--- src/rtl/pwm_digit_scan.sv ---
// Binary-to-BCD converter (sequential shift-add-3) with a multiplexed digit scanner feeding a 7-segment decoder.
// Optional build macro LEADING_ZERO_BLANK_EN: blank zero digits above the most significant nonzero digit.
module pwm_digit_scan #(
  parameter int WIDTH       = 7,
  parameter int DIGITS      = 3,
  parameter int REFRESH_DIV = 50000
) (
  input  logic              clk,
  input  logic              rst,
  input  logic              load,
  input  logic [WIDTH-1:0]  value_in,
  output logic              busy,
  output logic [3:0]        bin_data,
  output logic              ena,
  output logic [DIGITS-1:0] dig_an
);

  localparam int BW = 4 * DIGITS;
  localparam int SW = BW + WIDTH;
  localparam int CW = $clog2(WIDTH + 1);
  localparam int RW = (REFRESH_DIV > 1) ? $clog2(REFRESH_DIV) : 1;
  localparam int DW = (DIGITS > 1) ? $clog2(DIGITS) : 1;

  function automatic longint unsigned pow10(input int n);
    longint unsigned p;
    p = 1;
    for (int unsigned i = 0; i < n; i++) p = p * 10;
    return p;
  endfunction

  localparam longint unsigned LIMIT = pow10(DIGITS);

  typedef enum logic [1:0] {S_IDLE, S_SHIFT, S_DONE} state_t;

  state_t          r_state;
  logic [CW-1:0]   r_cnt;
  logic [SW-1:0]   r_shift;
  logic            r_ovf_pend;
  logic [BW-1:0]   r_disp;
  logic            r_disp_ovf;
  logic            r_busy;
  logic [RW-1:0]   r_refresh;
  logic [DW-1:0]   r_digit;
  logic [3:0]      r_bin;
  logic            r_ena;
  logic [DIGITS-1:0] r_an;

  logic [SW-1:0]   w_adj;
  logic            w_ovf;
  logic [DW-1:0]   w_next;
  logic [3:0]      w_nib;
  logic            w_blank_sel;
  logic [3:0]      w_code;

  assign w_ovf = (64'(value_in) >= LIMIT);

  // Add 3 to every BCD nibble that is 5 or more, ahead of the shift.
  always_comb begin
    w_adj = r_shift;
    for (int unsigned d = 0; d < DIGITS; d++) begin
      if (r_shift[WIDTH + 4*d +: 4] >= 4'd5)
        w_adj[WIDTH + 4*d +: 4] = r_shift[WIDTH + 4*d +: 4] + 4'd3;
    end
  end

`ifdef LEADING_ZERO_BLANK_EN
  logic [DIGITS-1:0] r_blank;
  logic [DIGITS-1:0] w_blank;
  logic              w_lead;

  // Walk from the top digit down; digit 0 is never blanked.
  always_comb begin
    w_blank = '0;
    w_lead  = 1'b1;
    for (int unsigned k = 0; k + 1 < DIGITS; k++) begin
      w_lead = w_lead && (r_shift[WIDTH + 4*(DIGITS-1-k) +: 4] == 4'd0);
      w_blank[DIGITS-1-k] = w_lead;
    end
  end
`endif

  always_ff @(posedge clk or posedge rst) begin
    if (rst) begin
      r_state    <= S_IDLE;
      r_cnt      <= '0;
      r_shift    <= '0;
      r_ovf_pend <= 1'b0;
      r_disp     <= '0;
      r_disp_ovf <= 1'b0;
      r_busy     <= 1'b0;
`ifdef LEADING_ZERO_BLANK_EN
      r_blank    <= '0;
`endif
    end else begin
      case (r_state)
        S_IDLE: begin
          if (load) begin
            r_shift    <= {{BW{1'b0}}, value_in};
            r_ovf_pend <= w_ovf;
            r_cnt      <= '0;
            r_busy     <= 1'b1;
            r_state    <= S_SHIFT;
          end
        end
        S_SHIFT: begin
          r_shift <= w_adj << 1;
          r_cnt   <= r_cnt + 1'b1;
          if (r_cnt == CW'(WIDTH - 1)) r_state <= S_DONE;
        end
        S_DONE: begin
          r_disp     <= r_shift[SW-1 -: BW];
          r_disp_ovf <= r_ovf_pend;
`ifdef LEADING_ZERO_BLANK_EN
          r_blank    <= w_blank;
`endif
          r_busy     <= 1'b0;
          r_state    <= S_IDLE;
        end
        default: begin
          r_busy  <= 1'b0;
          r_state <= S_IDLE;
        end
      endcase
    end
  end

  assign w_next = (r_digit == DW'(DIGITS - 1)) ? '0 : r_digit + 1'b1;
  assign w_nib  = r_disp[w_next*4 +: 4];

`ifdef LEADING_ZERO_BLANK_EN
  assign w_blank_sel = r_blank[w_next];
`else
  assign w_blank_sel = 1'b0;
`endif

  assign w_code = (r_disp_ovf || w_blank_sel || (w_nib > 4'd9)) ? 4'hF : w_nib;

  // Code and enable go out at terminal count; the anode follows one cycle later
  // so it lines up with the decoder's registered segment output.
  always_ff @(posedge clk or posedge rst) begin
    if (rst) begin
      r_refresh <= '0;
      r_digit   <= '0;
      r_bin     <= '0;
      r_ena     <= 1'b0;
      r_an      <= '1;
    end else begin
      if (r_refresh == RW'(REFRESH_DIV - 1)) begin
        r_refresh <= '0;
        r_digit   <= w_next;
        r_bin     <= w_code;
        r_ena     <= 1'b1;
      end else begin
        r_refresh <= r_refresh + 1'b1;
        r_ena     <= 1'b0;
      end
      if (r_ena) r_an <= ~(DIGITS'(1) << r_digit);
    end
  end

  assign busy     = r_busy;
  assign bin_data = r_bin;
  assign ena      = r_ena;
  assign dig_an   = r_an;

endmodule

--- config.mk ---
export PLATFORM = sky130hd
export DESIGN_NAME = pwm_digit_scan
export DESIGN_NICKNAME = d
export VERILOG_FILES = /design/src/rtl/pwm_digit_scan.sv
export SDC_FILE = /design/constraint.sdc
export NUM_CORES = 1
export LEC_CHECK = 0
export ABC_AREA = 1
export BUFFER_PORTS_ARGS = -buffer_cell sky130_fd_sc_hd__buf_2
export CORE_ASPECT_RATIO = 0.6
export CORE_MARGIN = 5
export CORE_UTILIZATION = 35
export CTS_CLUSTER_SIZE = 8
export DETAILED_ROUTE_END_ITERATION = 8
export SLEW_MARGIN = 20
export SYNTH_ARGS = -nofsm -noshare
export SYNTH_HDL_FRONTEND = slang
export SYNTH_SLANG_ARGS = --single-unit
--- constraint.sdc ---
create_clock -name clk -period 3.7 [get_ports clk]
set_input_delay 0.555 -clock clk [delete_from_list [all_inputs] [get_ports clk]]
set_output_delay 0.555 -clock clk [all_outputs]
set_load 0.01 [all_outputs]
==> run_results.csv <==
group,metric,value,unit
floorplanning,start_util,0.366,
cts,clkTransAtPathRegs,0.06,ns
setup_path,setup.worst_path.start,"r_state[0]$_DFFE_PP0P_",
sta,slew_headroom,0.403,
finish,syn2layout_area_growth,14.7,%
synthesis,synth-simple-area-share,0.244,
sta,postLayoutSetupSlackWorst,2.10,ns
setup_path,crit_path_start_kind,"register",
cts,hold_buffers,0,
flow_run,cap_viol_max_count,0,
floorplanning,io_pins,19,
sta,drv_slew,0,
detailed_routing,post-route-drc-count,0,
setup_path,crit_family,"simple AND/OR/NAND/NOR gates",
finish,layout.nets,425,
detailed_routing,vias,2476,
finish,design_area,3640,µm²
cts,clock_latency,0.33,ns
placement,portBuffers,18,
cts,h-tree-depth,3,
grt,grt_usage,0.128,
grt,grt_first_pass_wirelength,11400,µm
min_path,hold_class,"in -> async",
synthesis,yosysSeqAreaShare,0.498,
grt,grt_max_degree,44,
synthesis,synthAdderAreaFrac,0.0355,
pwr,powerDensity,693,nW/µm²
setup_path,path_cells,"inv_1 -> nor2_4 -> inv_1 -> nor2_1 -> o22ai_1",
detailed_routing,finalWirelength,6390,µm
synthesis,muxShareOfSynthArea,0,
cts,clockBufferDepth,2,
sta,finalSetupViolCount,0,
synthesis,synth-xor-area-share,0.0276,
synthesis,synth_top_family_by_area,"simple AND/OR/NAND/NOR gates",
sta,fin_skew,0.00557,ns
cts,numCtsBuffers,9,
setup_path,path_buf_inv,2,
sta,fin_hold_ws,0.416,ns
setup_path,end_kind,"register",
cts,root_buffer,"clkbuf_16",
placement,pre_cts_ws,1.94,ns
setup_path,r2r-end,"r_shift[2]$_DFFE_PP0P_",
setup_path,r2r-start,"r_state[0]$_DFFE_PP0P_",
setup_path,crit_type,"reg -> reg",
setup_path,cp_common_cell,"inv_1",
detailed_routing,ant_nets,0,
run_status,status,"completed",
cts,cts_tree,"built",
setup_path,rr_worst_depth,5,
sta,final.setup.tns,0,ns
floorplanning,fp.dieW,133,µm
synthesis,synth-compound-area-share,0.115,
sta,tightest_slew,0.894,ns
setup_path,slowest_delay,0.46,ns
pwr,p_leak,1.80,nW
floorplanning,die-area,11100,µm²
cts,cts_num_sinks,63,
finish,antenna_cells,0,
finish,final_layout_size_suffix_gt1_frac,0.148,
setup_path,crit_fanout,23,
setup_path,cp_data_arrival_time,1.80,ns
setup_path,reg2reg_slack,2.10,ns
placement,placed_cell_area,3380,µm²
floorplanning,fp.dieH,83.8,µm
floorplanning,core,8690,µm²
detailed_routing,drtIter0Drc,196,
grt,globalRouteOverflowTotal,0,
sta,rsz0062_at_grt,"false",
setup_path,crit_slowest_cell,"nor2_4",
synthesis,yosys_warnings,0,
pwr,ir_worst_vdd,0.270,mV
placement,post-dp-hpwl,4720,µm
detailed_routing,viasPerCell,4.73,
sta,max_freq,627,MHz
cts,cts.repair.resized,0,
cts,post-cts-setup-buffers,0,
sta,hold_viol,0,
floorplanning,row_count,26,
grt,grt_pass1_vias,2403,
synthesis,syn_avg_cell_area,8.31,µm²
synthesis,postSynthCellCount,382,
synthesis,syn_area,3180,µm²
sta,final.period_utilization,0.431,
setup_path,critPathRequiredTime,3.91,ns
synthesis,synth_cell_types,31,
synthesis,synthesis.nets,401,
grt,antenna_found_initial,0,
detailed_routing,drt_first_pass_iters,5,
sta,fin_crit,1.60,ns
synthesis,yosys_register_bits,63,
placement,place.gp.congestion,0.821,
detailed_routing,wire_per_inst,12.2,µm
final cells by class:
cell class	count	area (µm²)
clock buffer	9	225
clock inverter	7	40.0
fill	869	5040
inverter	58	218
multi-input combinational	255	1340
sequential	63	1580
tap	112	140
timing repair buffer	19	97.6
sequential cells by signal, indices dropped and copies added (netlist names):
register and count:
dig_an 3, r_cnt 3, r_refresh 16, bin_data 4
r_shift 19, r_disp 12, ena 1, r_digit 2
r_state 2, busy 1
where the power goes:
group / internal (mW) / switching, mW / leakage (nW)
Clock: 0.446 / 0.304 / 0.131
Combinational: 0.274 / 0.523 / 0.872
Sequential: 0.877 / 0.0995 / 0.801
layer usage:
layer | wire length, µm | global-route usage | vias up
met4 | 102 | 0.0481 | 0
met3 | 391 | 0.0380 | 9
li1 | - | - | 1263
met5 | 0 | 0 | -
met1 | 3400 | 0.191 | 1143
met2 | 2500 | 0.170 | 61
cell usage after synthesis:
cell type	instances	area (µm²)
o21ai_1	7	35.0
buf_2	3	15.0
nand2_2	4	25.0
a21oi_1	12	60.1
nor2_4	6	67.6
ha_1	9	113
nand4_1	3	18.8
nor2_8	1	20.0
clkbuf_1	1	3.75
dfrtp_1	60	1500
or2_2	2	12.5
o21ai_0	43	215
nor2_1	38	143
buf_4	1	7.51
o31ai_1	1	7.51
nand3_1	16	80.1
dfstp_2	3	78.8
nand2_1	85	319
xor2_1	10	87.6
nand3_2	1	10.0
inv_2	2	7.51
nand2b_1	1	6.26
o22ai_1	4	25.0
buf_6	1	11.3
nor3_2	3	30.0
nor3_4	1	16.3
a31oi_1	1	6.26
o211ai_1	2	15.0
nor2_2	2	12.5
nor3_1	3	15.0
inv_1	56	210
metrics by stage:
stage,utilization,power (mW),cells
after floorplan,-,1.61,382
after global placement,0.389,1.77,507
after detailed placement,0.389,1.79,507
after CTS,0.419,2.55,523
after global routing,0.419,2.74,523
final,0.419,2.52,523
worst max path at each step:
| stage | endpoint | cells past startpoint | slack [ns] |
|---|---|---|---|
| CTS | r_shift[14]$_DFFE_PP0P_ | 6 | 2.07 |
| detailed placement | dig_an[0]$_DFFE_PP1P_ | 3 | 1.94 |
| global placement | dig_an[0]$_DFFE_PP1P_ | 3 | 1.98 |
| floorplan | bin_data[0]$_DFFE_PP0P_ | 1 | 1.58 |
| finish | r_shift[2]$_DFFE_PP0P_ | 5 | 2.10 |
| global route | r_shift[1]$_DFFE_PP0P_ | 5 | 1.93 |
placed cells by master (no fill, tap or decap), types with 4 or more instances in the layout:
master | Yosys | routed
nor2_4 | 6 | 6
nand2_1 | 85 | 85
nor2_1 | 38 | 38
clkbuf_16 | 0 | 9
o21ai_1 | 7 | 7
nand3_1 | 16 | 16
ha_1 | 9 | 9
buf_2 | 3 | 18
xor2_1 | 10 | 10
clkinv_2 | 0 | 5
dfrtp_1 | 60 | 60
o22ai_1 | 4 | 4
o21ai_0 | 43 | 43
inv_1 | 56 | 55
nand2_2 | 4 | 4
a21oi_1 | 12 | 12
kinds of logic after synthesis:
kind of cell               count (synthesis)
AOI/OAI and AO/OA                         70
xor gates and xnor gates                  10
adders and majority gates                  9
buffers and inverters                     64
DFF                                       63
and+or+nand+nor                          166
Note: power is estimated with default switching activity, not from simulation.
